<file path="config.mk">
export PLATFORM = sky130hd
export DESIGN_NAME = sipp_control_unit
export DESIGN_NICKNAME = d
export VERILOG_FILES = /design/src/rtl/sipp_control_unit_pkg.sv /design/src/rtl/sipp_control_unit.sv
export SDC_FILE = /design/constraint.sdc
export NUM_CORES = 1
export LEC_CHECK = 0
export BUFFER_PORTS_ARGS = -buffer_cell sky130_fd_sc_hd__buf_2
export CAP_MARGIN = 20
export CORE_AREA = 2 2 39 41
export DETAILED_ROUTE_END_ITERATION = 16
export DIE_AREA = 0 0 41 43
export PLACE_DENSITY = 0.78
export RECOVER_POWER = 50
export SLEW_MARGIN = 0
export SYNTH_ARGS = -nofsm -noshare
export SYNTH_HDL_FRONTEND = slang
export SYNTH_SLANG_ARGS = --single-unit
</file>
<file path="constraint.sdc">
create_clock -name clk -period 2.35 [get_ports clk]
set_input_delay 0.5875 -clock clk [delete_from_list [all_inputs] [get_ports clk]]
set_output_delay 0.5875 -clock clk [all_outputs]
set_load 0.005 [all_outputs]
</file>
<file path="src/rtl/sipp_control_unit_pkg.sv">
// Shared definitions for the SIPP control unit: opcodes, FSM state encodings,
// instruction field slices and datapath select constants.
package sipp_control_unit_pkg;

  // Opcode values held in ir[15:12]
  localparam logic [3:0] OP_LOAD  = 4'h0;
  localparam logic [3:0] OP_STORE = 4'h1;
  localparam logic [3:0] OP_ADD   = 4'h2;
  localparam logic [3:0] OP_LOADC = 4'h3;
  localparam logic [3:0] OP_SUB   = 4'h4;
  localparam logic [3:0] OP_JMPZ  = 4'h5;

  // FSM state encodings (also exported on the debug state port)
  typedef enum logic [3:0] {
    ST_INIT   = 4'd0,
    ST_FETCH  = 4'd1,
    ST_DECODE = 4'd2,
    ST_LOAD   = 4'd3,
    ST_STORE  = 4'd4,
    ST_ADD    = 4'd5,
    ST_LOADC  = 4'd6,
    ST_SUB    = 4'd7,
    ST_JMPZ   = 4'd8,
    ST_JMP    = 4'd9,
    ST_HALT   = 4'd10
  } state_e;

  // ALU function select
  localparam logic [1:0] ALU_FN_ADD   = 2'd0;
  localparam logic [1:0] ALU_FN_SUBTR = 2'd1;
  localparam logic [1:0] ALU_FN_PASS  = 2'd2;

  // Register file write-data source
  localparam logic [1:0] RF_W_DATA_SEL_ALU = 2'd0;
  localparam logic [1:0] RF_W_DATA_SEL_MEM = 2'd1;
  localparam logic [1:0] RF_W_DATA_SEL_IR  = 2'd2;

  // Register file P-port address source
  localparam logic RF_RP_ADDR_SEL_A = 1'b0;
  localparam logic RF_RP_ADDR_SEL_B = 1'b1;

  // Instruction field slices
  function automatic logic [3:0] ir_opcode(input logic [15:0] ir_v);
    return ir_v[15:12];
  endfunction

  function automatic logic [3:0] ir_reg_a(input logic [15:0] ir_v);
    return ir_v[11:8];
  endfunction

  function automatic logic [3:0] ir_reg_b(input logic [15:0] ir_v);
    return ir_v[7:4];
  endfunction

  function automatic logic [3:0] ir_reg_c(input logic [15:0] ir_v);
    return ir_v[3:0];
  endfunction

  function automatic logic [7:0] ir_mem_addr(input logic [15:0] ir_v);
    return ir_v[7:0];
  endfunction

  function automatic logic [7:0] ir_constant(input logic [15:0] ir_v);
    return ir_v[7:0];
  endfunction

  function automatic logic [7:0] ir_offset(input logic [15:0] ir_v);
    return ir_v[7:0];
  endfunction

endpackage

</file>
<file path="src/rtl/sipp_control_unit.sv">
// SIPP control unit: Moore FSM that sequences fetch/decode/execute and drives
// every datapath control strobe. Outputs decode the state register only;
// while reset is held low they are forced to the INIT values so no write can
// slip through in a reset cycle.
module sipp_control_unit
  import sipp_control_unit_pkg::*;
#(
  parameter bit HALT_ON_ILLEGAL = 1'b1
) (
  input  logic        clk,
  input  logic        rst,
  input  logic [15:0] ir,
  input  logic        rf_p_zero,
  output logic        i_rd,
  output logic        ir_ld,
  output logic        pc_clr,
  output logic        pc_inc,
  output logic        pc_ld,
  output logic        d_rd,
  output logic        d_wr,
  output logic        rf_w_wr,
  output logic        rf_p_rd,
  output logic        rf_q_rd,
  output logic        rf_p_addr_sel,
  output logic [1:0]  rf_w_data_sel,
  output logic [1:0]  alu_s,
  output logic        halted,
  output logic [3:0]  state
);

  state_e     state_q;
  state_e     state_d;
  logic [3:0] opcode_s;
  logic       unused_ir_bits;

  assign opcode_s       = ir_opcode(ir);
  assign unused_ir_bits = ^ir[11:0];
  assign state          = state_q;

  // State register with synchronous active-low reset
  always_ff @(posedge clk) begin
    if (!rst) begin
      state_q <= ST_INIT;
    end else begin
      state_q <= state_d;
    end
  end

  // Next-state logic; unused encodings recover to INIT
  always_comb begin
    state_d = ST_INIT;
    case (state_q)
      ST_INIT:   state_d = ST_FETCH;
      ST_FETCH:  state_d = ST_DECODE;
      ST_DECODE: begin
        case (opcode_s)
          OP_LOAD:  state_d = ST_LOAD;
          OP_STORE: state_d = ST_STORE;
          OP_ADD:   state_d = ST_ADD;
          OP_LOADC: state_d = ST_LOADC;
          OP_SUB:   state_d = ST_SUB;
          OP_JMPZ:  state_d = ST_JMPZ;
          default:  state_d = HALT_ON_ILLEGAL ? ST_HALT : ST_FETCH;
        endcase
      end
      ST_LOAD:   state_d = ST_FETCH;
      ST_STORE:  state_d = ST_FETCH;
      ST_ADD:    state_d = ST_FETCH;
      ST_LOADC:  state_d = ST_FETCH;
      ST_SUB:    state_d = ST_FETCH;
      ST_JMPZ: begin
        if (rf_p_zero) begin
          state_d = ST_JMP;
        end else begin
          state_d = ST_FETCH;
        end
      end
      ST_JMP:    state_d = ST_FETCH;
      ST_HALT:   state_d = ST_HALT;
      default:   state_d = ST_INIT;
    endcase
  end

  // Output decode of the state register, overridden to INIT values in reset
  always_comb begin
    i_rd          = 1'b0;
    ir_ld         = 1'b0;
    pc_clr        = 1'b0;
    pc_inc        = 1'b0;
    pc_ld         = 1'b0;
    d_rd          = 1'b0;
    d_wr          = 1'b0;
    rf_w_wr       = 1'b0;
    rf_p_rd       = 1'b0;
    rf_q_rd       = 1'b0;
    rf_p_addr_sel = RF_RP_ADDR_SEL_A;
    rf_w_data_sel = RF_W_DATA_SEL_ALU;
    alu_s         = ALU_FN_ADD;
    halted        = 1'b0;
    if (!rst) begin
      pc_clr = 1'b1;
    end else begin
      case (state_q)
        ST_INIT: pc_clr = 1'b1;
        ST_FETCH: begin
          i_rd   = 1'b1;
          ir_ld  = 1'b1;
          pc_inc = 1'b1;
        end
        ST_DECODE: halted = 1'b0;
        ST_LOAD: begin
          d_rd          = 1'b1;
          rf_w_data_sel = RF_W_DATA_SEL_MEM;
          rf_w_wr       = 1'b1;
        end
        ST_STORE: begin
          rf_p_rd       = 1'b1;
          rf_p_addr_sel = RF_RP_ADDR_SEL_A;
          d_wr          = 1'b1;
        end
        ST_ADD, ST_SUB: begin
          rf_p_rd       = 1'b1;
          rf_p_addr_sel = RF_RP_ADDR_SEL_B;
          rf_q_rd       = 1'b1;
          alu_s         = (state_q == ST_SUB) ? ALU_FN_SUBTR : ALU_FN_ADD;
          rf_w_data_sel = RF_W_DATA_SEL_ALU;
          rf_w_wr       = 1'b1;
        end
        ST_LOADC: begin
          rf_w_data_sel = RF_W_DATA_SEL_IR;
          rf_w_wr       = 1'b1;
        end
        ST_JMPZ: begin
          rf_p_rd       = 1'b1;
          rf_p_addr_sel = RF_RP_ADDR_SEL_A;
        end
        ST_JMP:  pc_ld  = 1'b1;
        ST_HALT: halted = 1'b1;
        default: halted = 1'b0;
      endcase
    end
  end

endmodule

</file>
# Word level (Yosys, flattened, before mapping)
# Index checks and enable logic that the tools add are counted.
# W data, S select, Z words.
# word_totals
ff_bits	4
input_bits	19
out_inout_bits	20
elab_cells	48
# op_classes
n_eq_ne	15
mux	26
reduce_logical	6
# op_table
operator	count
$eq A4 B3 Y1 const B	6
$pmux W4 S6	1
$mux W1	21
$pmux W4 S5	1
$eq A4 B2 Y1 const B	4
$eq A4 B4 Y1 const B	3
$eq A4 B1 Y1 const B	2
$logic_not A4 Y1	2
$reduce_or A4 Y1	2
$reduce_or A7 Y1	1
$mux W4	1
$pmux W2 S2	1
$mux W2	1
$reduce_or A2 Y1	1

# Longest topological paths before layout
# Gate-level depths: netlist of run 1.
# logic_depth
depth_word	4
depth_mapped	5
depth_no_buf	3

# Worst setup path after synthesis of run 1
# No wires, ideal clock.
# synth_timing
path_kind	input -> output
start	input rst
end	output ir_ld
t_arrival_ps	1160
t_required_ps	1762
path_slack_ps	603
cell_stages	4
n_path_buf	2
cell_sequence	buf_2 > nand2_1 > nor2_1 > buf_4
# synth_via
elab_chain_len	1
# synth_rtl
item	line	text
from (decl)	sipp_control_unit.sv:11	input logic rst,
$mux W1	--	
to (decl)	sipp_control_unit.sv:15	output logic ir_ld,
# Every way passes these cells.

# Worst setup path after layout of run 1
# layout_timing
start	register state_q[0], in the netlist state[0]
end	output rf_p_rd
# layout_via
elab_chain_len	4
elab_cells_between_ends	7
classes_between	eq/ne: 4; mux: 2; reduce/logical: 1
# layout_rtl
item	line	text
from (decl)	sipp_control_unit.sv:31	state_e state_q;
from (signal assigned)	sipp_control_unit.sv:45	state_q <= state_d;
$eq A4 B3 Y1 or $eq A4 B4 Y1 (tied branches)	sipp_control_unit.sv:103	case (state_q)
$reduce_or A4 Y1 (no line) (*)	--	
$mux W1 (*)	sipp_control_unit.sv:103	
$mux W1 (*)	sipp_control_unit.sv:100	if (!rst) begin
to (decl)	sipp_control_unit.sv:22	output logic rf_p_rd,
# Mark *: on every way between the ends. The rest lies on a longest branch, timed or not.

==> results of run 1 <==
## report_power, final
group | internal, mW | switching, mW
combinational | 0.0599 | 0.0450
clock | 0.0571 | 0.0276
sequential | 0.0770 | 0.0317
## area by class of cell
| type | count | area (sq um) | share of cell area |
|---|---|---|---|
| Timing Repair Buffer | 25 | 121 | 0.221 |
| Tap cell | 16 | 20.0 | 0.0364 |
| Sequential cell | 4 | 80.1 | 0.146 |
| Clock buffer | 3 | 22.5 | 0.0410 |
| Inverter | 1 | 3.75 | 0.00683 |
| Multi-Input combinational cell | 42 | 302 | 0.549 |
## stage by stage
| stage | instance area (sq um) | utilization | power [mW] | setup slack, ns |
|---|---|---|---|---|
| after floorplan | 463 | - | 0.203 | 0.603 |
| final | 549 | 0.397 | 0.298 | 0.318 |
| after global placement | 536 | 0.387 | 0.218 | 0.473 |
| after CTS | 558 | 0.403 | 0.310 | 0.301 |
| after detailed placement | 536 | 0.387 | 0.220 | 0.465 |
| after global routing | 549 | 0.397 | 0.323 | 0.219 |
## cell usage after synthesis, types with 2 or more instances
cell | instances | area [sq um]
nand2b_4 | 2 | 27.5
buf_4 | 6 | 45.0
a21oi_1 | 3 | 15.0
o21a_1 | 2 | 15.0
o21ai_0 | 3 | 15.0
buf_6 | 2 | 22.5
nor2_1 | 7 | 26.3
dfxtp_1 | 4 | 80.1
nand2_1 | 4 | 15.0
## per-layer routing
| metal | wire length (microns) | share of wire | global-route usage |
|---|---|---|---|
| met1 | 432 | 0.42 | 0.154 |
| met2 | 530 | 0.52 | 0.206 |
| met3 | 57 | 0.056 | 0.0471 |
| met4 | 0 | 0 | 0.0600 |
| met5 | 0 | 0 | 0 |
## logic make-up (layout without fill, tap and decap cells)
| kind of cell | count (synthesis) | after routing | synth area share |
|---|---|---|---|
| AO/OA/AOI/OAI | 15 | 15 | 0.257 |
| buffers and inverters | 10 | 29 | 0.165 |
| flip-flops | 4 | 4 | 0.173 |
| multiplexers | 1 | 1 | 0.0243 |
| other | 1 | 1 | 0.00810 |
| AND/OR/NAND/NOR | 25 | 25 | 0.373 |
## cells in the final DEF (no fill, tap or decap), types with 2 or more instances in the layout
cell / n
a211oi_1: 2
a21oi_1: 3
buf_2: 21
clkbuf_1: 3
clkbuf_4: 3
dfxtp_1: 4
nand2_1: 4
nand2b_4: 2
nor2_1: 7
o21a_1: 2
o21ai_0: 3
## worst max-delay path, cell delays in order, from the launching register on
cell and delay, ns:
dfxtp_1 0.60, nand2b_1 0.29, a21oi_1 0.10, nor2b_1 0.10, buf_2 0.11
## worst max path at each step
stage / from / cells past startpoint / slack [ns] / to
2_1_floorplan: rst / 4 / 0.60 / ir_ld
3_3_place_gp: rst / 5 / 0.47 / pc_ld
3_5_place_dp: rst / 5 / 0.46 / pc_ld
4_1_cts: state[0]$_SDFF_PN0_ / 4 / 0.30 / rf_p_rd
5_1_grt: state[3]$_SDFF_PN0_ / 4 / 0.22 / rf_p_rd
6_report: state[0]$_SDFF_PN0_ / 4 / 0.32 / rf_p_rd
==> run metrics, run 1 <==
Critical Path AT 1.44 ns; worst-case vdd ir drop 0.314 mV; Fill cells 142; Post-CTS Resized 0; postcts setup bufs 0; library cells used by synthesis 32; Hold Violations, Final 0; Final Hold Slack 0.575 ns; CTS Hold Buffers Added 0; initial antenna violation count 0; final-report max-slew violation count 0; first-pass detailed-route iteration total 4; dpl hpwl 768 microns; YS warnings 0; # H-tree levels 1; num rows 14; Sink Count 4; Initial Util 0.335; Clock transition at path regs 0.04 ns; CP endpoint kind primary output; clock period minus worst slack 2.03 ns; fin crit share 0.865; r2r setup slk 0.94 ns; routed vias 451; Reg-to-Reg End state[0]$_SDFF_PN0_; FFs w/ async S/R, synth 0; RePlAce Congestion 0.758; Overall Global Routing Usage 0.133; WHS Endpoint state[2]$_SDFF_PN0_; WL/cell 11.2 microns; num ports 39; MaxCap Viol Count 0; root buf cell clkbuf_4; Syn Inst Count 56; reg2reg path depth 3; Via density 4.96; nets@finish 96; Synth Flop Type dfxtp_1; Die Ht 43 microns; flops & latches, synth 4; largest net degree at the start of global routing 13; IO Port Bufs 25; status finished, final reports clean; syn_area_per_cell 8.27 sq um; LEAKAGE 0.254 nW; final setup violation count 0; Cell Count, Final, Fillers Out 91; hold path start ir[15]; RSZ-0062 raised after global routing no; setup TNS 0 ns; Seq/Total Area, Yosys 0.173; Worst R2R Start state[0]$_SDFF_PN0_; syn nets 75; Die W 41 microns; Hold Path Cell Cnt 2; first-pass GRT wire length 1.61 mm; number of enable flip-flop cells after synthesis 0; Setup CP Type register to primary output; Area growth syn-to-layout 18.6%; CP startpoint kind register; routed wire length 1.02 mm; worst setup skew after layout 0.00412 ns; Placed Cells 88; worst-path maximum fanout 12; worst skew pair latency 0.23 ns; die area 0.00176 sq mm; number of global-route vias before repair 383; 1st-iter DRT viols 3; number of remaining DRC errors 0; diodes inserted 0; maximum clock frequency 492 MHz; Hold/Removal Path Class input port to register; GR Overflow Total 0; core region area 0.00138 sq mm; TritonCTS clock tree built; CTS Buffer Depth 2; CTS Buf Count 3; Largest register FFs 4; Syn Std Cell Area 463 sq um; pwr dens 543 mW/mm^2; share of cells above drive strength 1 0.467; post-route ant nets 0; CP Data Required Time 1.76 ns
(Power assumes the default switching activity.)
==> run 2: changes to the inputs <==
CORE_AREA = 8 8 45 47   (was 2 2 39 41)
DIE_AREA = 0 0 53 55   (was 0 0 41 43)
clock period = 1.9 ns   (was 2.35 ns; I/O delays follow)
==> run metrics, run 2 (same netlist as run 1, synthesis figures left out) <==
routed vias 473; Worst R2R Start state[1]$_SDFF_PN0_; status finished, final reports clean; Die W 53 microns; number of remaining DRC errors 0; post-route ant nets 0; number of global-route vias before repair 476; MaxCap Viol Count 0; Sink Count 4; CTS Buffer Depth 2; TritonCTS clock tree built; RePlAce Congestion 0.760; Critical Path AT 1.28 ns; first-pass GRT wire length 1.88 mm; largest net degree at the start of global routing 10; GR Overflow Total 0; sequential share of power 0.297; dpl hpwl 1.02 mm; Reg-to-Reg End state[0]$_SDFF_PN0_; first-pass detailed-route iteration total 4; 1st-iter DRT viols 15; Initial Util 0.335; Worst Setup EP rf_p_rd; CP Launch Point state[1]$_SDFF_PN0_; Area growth syn-to-layout 24.9%; num rows 14; # H-tree levels 1; worst setup skew after layout 0.000211 ns; worst skew pair latency 0.23 ns; worst-case vdd ir drop 0.399 mV; critical path buffer and inverter count 1; Final Hold Slack 0.450 ns; cell-internal power 0.253 mW; Hold Violations, Final 0; routed wire length 1.28 mm; CTS Hold Buffers Added 0; Clock transition at path regs 0.04 ns; clock period minus worst slack 1.75 ns; diodes inserted 0; Overall Global Routing Usage 0.0858; Hold/Removal Path Class input port to register; RSZ-0062 raised after global routing no; Setup CP Type register to primary output; worst-path cell chain nand2b_1 -> a21oi_1 -> nor2b_1 -> buf_2; maximum clock frequency 570 MHz; pwr dens 679 mW/mm^2; Largest register FFs 4; num ports 39; LEAKAGE 0.270 nW; WL/cell 13.4 microns; final-report max-slew violation count 0; post-layout util 0.418; CP Data Required Time 1.42 ns; initial antenna violation count 0; CP Depth 4; Switching Fraction 0.354; CTS Buf Count 3; Comb pwr share 0.434; most frequent cells in the layout buf_2, nor2_1, clkbuf_1; core region area 0.00138 sq mm; Cell Count, Final, Fillers Out 95; Placed Cells 92; Via density 4.98; share of cells above drive strength 1 0.481; final setup violation count 0; setup TNS 0 ns; CP max stage delay 0.48 ns; Top Family by Delay on Critical Path flip-flops; cell at the slowest stage of the critical path dfxtp_1; r2r setup slk 0.68 ns; worst-path maximum fanout 9; root buf cell clkbuf_4; Fill cells 149; CP endpoint kind primary output; Final Total Pwr 0.393 mW; switching power total 0.139 mW; CP startpoint kind register; nets@finish 100; IO Port Bufs 25; commonest non-fill, non-tap cell in the layout buf_2; fin crit share 0.923; Die Ht 55 microns; reg2reg path depth 3; clock power share 0.269; die area 0.00292 sq mm
run 2: changes by cell type in the layout (fill, tap and decap cells not counted):
cell / delta
buf_4: +3
clkbuf_1: +2
a211oi_1: -1
a211oi_2: +1
clkbuf_2: -1
dfxtp_1: -1
dfxtp_2: +1
nor2b_1: +1
nor2b_2: -1
run 2: layout make-up:
class / count / area [sq um] / area share
multi-input cells: 42 / 304 / 0.526
repair buffers: 29 / 146 / 0.253
flip-flops and latches: 4 / 81.3 / 0.141
clock buffers: 3 / 22.5 / 0.0390
well taps: 16 / 20.0 / 0.0346
inverters: 1 / 3.75 / 0.00649
run 2: what timing repair did:
action / CTS / global route
setup endpoints to repair: 0 / 2
setup buffers: 0 / 0
gates resized for setup: 0 / 1
run 2: power groups by stage:
stage | registers, mW | clock network (mW) | logic [mW]
6_report | 0.116 | 0.106 | 0.170
5_1_grt | 0.120 | 0.113 | 0.188
4_1_cts | 0.116 | 0.107 | 0.176
3_5_place_dp | 0.117 | 0 | 0.175
3_3_place_gp | 0.117 | 0 | 0.170
2_1_floorplan | 0.106 | 0 | 0.144
run 2: per-layer routing:
metal / part of all wire / vias to the layer above / track usage
met2: 0.55 / 12 / 0.162
met5: 0 / - / 0
met3: 0.059 / 0 / 0.0401
li1: - / 241 / -
met4: 0 / 0 / 0.0259
met1: 0.39 / 220 / 0.0805
run 2: worst register-to-register path: cells and delay by family (launching register included):
family	cells	cell delay [ns]
compound gates	1	0.16
flops	1	0.48
simple gates	2	0.51
run 2: how the worst min path moves through the flow:
stage / endpoint / from / depth (start not counted) / slack [ns]
global placement: state[3]$_SDFF_PN0_ / state[1]$_SDFF_PN0_ / 2 / 0.60
floorplan: state[2]$_SDFF_PN0_ / ir[15] / 1 / 0.55
detailed placement: state[3]$_SDFF_PN0_ / state[1]$_SDFF_PN0_ / 2 / 0.60
CTS: state[2]$_SDFF_PN0_ / ir[15] / 2 / 0.46
finish: state[2]$_SDFF_PN0_ / ir[15] / 2 / 0.45
global route: state[2]$_SDFF_PN0_ / ir[15] / 2 / 0.45
run 2: metrics by stage:
stage                     instance area [sq um]  worst slack (ns)
after floorplan                             463             0.378
after global placement                      566             0.254
after detailed placement                    566             0.247
after CTS                                   588            0.0766
after global routing                        578            0.0464
final                                       578             0.147
==> run 3: changes to the inputs <==
ABC_AREA = 1   (was default)
PLACE_DENSITY = 0.71   (was 0.78)
==> run metrics, run 3 <==
post-route ant nets 0; Hold Violations, Final 0; cell mode on critical path nor2_1; final setup violation count 0; CP Data Required Time 1.42 ns; LEAKAGE 0.294 nW; Syn Std Cell Area 384 sq um; Post-CTS Resized 0; Final WS setup 0.194 ns; maximum clock frequency 586 MHz; routed wire length 1.16 mm; initial antenna violation count 0; number of global-route vias before repair 470; share of cells above drive strength 1 0.242; Synth Flop Type dfxtp_1; die area 0.00292 sq mm; cell at the slowest stage of the critical path dfxtp_1; Fill cells 170; pwr dens 811 mW/mm^2; CTS Buf Count 3; worst-path maximum fanout 5; cell area after layout 508 sq um; Synth top area share 0.208; routed vias 508; area post-placement 492 sq um; num ports 39; worst-case vdd ir drop 0.259 mV; flops & latches, synth 4; library cells used by synthesis 13; post-synth top area cell dfxtp_1; Via density 4.58; MaxCap Viol Count 0; Die Ht 55 microns; Seq/Total Area, Yosys 0.208; TritonCTS clock tree built; IO Port Bufs 25; RSZ-0062 raised after global routing no; register area 80.1 sq um; worst setup skew after layout 0.000619 ns; Initial Util 0.278; root buf cell clkbuf_4; worst-path cell chain inv_1 -> nor2_1 -> nand2_1 -> nor2_1 -> buf_2; number of remaining DRC errors 0; Largest register FFs 4; final-report max-slew violation count 0; CTS Buffer Depth 2; largest net degree at the start of global routing 9; synth cell count leaders nand2_1, nor2_1, inv_1; Setup CP Type register to primary output; diodes inserted 0; num rows 14; CP endpoint kind primary output; fin crit share 0.898; FFs w/ async S/R, synth 0; Sink Count 4; dpl hpwl 1.02 mm; # H-tree levels 1; status finished, final reports clean; multi-input logic area 225 sq um; Overall Global Routing Usage 0.0803; postcts setup bufs 0; 1st-iter DRT viols 2; worst skew pair latency 0.23 ns; Hold/Removal Path Class input port to register; post-place setup slack 0.244 ns; first-pass detailed-route iteration total 4; WL/cell 10.5 microns; most frequent cells in the layout buf_2, nand2_1, nor2_1; syn_area_per_cell 5.33 sq um; CP max stage delay 0.38 ns; commonest non-fill, non-tap cell in the layout buf_2; CTS Hold Buffers Added 0; clock period minus worst slack 1.71 ns; number of enable flip-flop cells after synthesis 0; first-pass GRT wire length 1.81 mm; YS warnings 0; GR Overflow Total 0; setup TNS 0 ns; Clock transition at path regs 0.03 ns; Die W 53 microns; nets@finish 116; syn nets 91; Area contributors post-synth dfxtp_1, nand2_1, nor2_1; Syn Inst Count 72; Critical Path AT 1.23 ns; Area growth syn-to-layout 32.2%; RePlAce Congestion 0.759; r2r setup slk 0.88 ns; most common cell in the netlist nand2_1; CP startpoint kind register; core region area 0.00138 sq mm
run 3: path summary, 6_finish.rpt:
| path | startpoint | endpoint | depth (start not counted) |
|---|---|---|---|
| max | state[2]$_SDFF_PN0_ | rf_p_addr_sel | 5 |
| min | rst | state[2]$_SDFF_PN0_ | 3 |
| max reg2reg | state[3]$_SDFF_PN0_ | state[3]$_SDFF_PN0_ | 4 |
| min reg2reg | state[2]$_SDFF_PN0_ | state[3]$_SDFF_PN0_ | 3 |
run 3: cell families after synthesis:
family | Yosys count | share of synthesized area
compound gates | 6 | 0.0847
buf+inv | 16 | 0.205
other cells | 1 | 0.00976
flops | 4 | 0.208
xor+xnor | 1 | 0.0228
simple gates | 44 | 0.469
run 3: power by group:
group | internal, mW | switching (mW)
clock network | 0.0703 | 0.0300
logic | 0.0689 | 0.113
registers | 0.102 | 0.0284
run 3: critical path: cells and delay by family, from the launching register on:
family                 cells  cell delay (ns)
buffers and inverters      2             0.23
DFF                        1             0.38
and+or+nand+nor            3             0.40
run 3: layout make-up:
class,instances,share of cell area
sequential,4,0.158
tap,16,0.0394
multi-input combinational,52,0.443
timing repair buffer,25,0.234
clock buffer,3,0.0443
inverter,11,0.0813
run 3: per-layer routing:
metal / share of wire / vias to the layer above / track usage
met4: 0 / 0 / 0.0517
li1: - / 264 / -
met5: 0 / - / 0
met3: 0.13 / 0 / 0.0321
met2: 0.50 / 19 / 0.139
met1: 0.37 / 225 / 0.0789
run 3: per-stage QoR:
| stage | util | hold slack, ns | std cells | total power, mW |
|---|---|---|---|---|
| after global routing | 0.367 | 0.548 | 111 | 0.462 |
| after global placement | 0.355 | 0.669 | 108 | 0.315 |
| after floorplan | - | 0.614 | 72 | 0.257 |
| after CTS | 0.372 | 0.527 | 111 | 0.427 |
| after detailed placement | 0.355 | 0.700 | 108 | 0.320 |
| final | 0.367 | 0.536 | 111 | 0.412 |
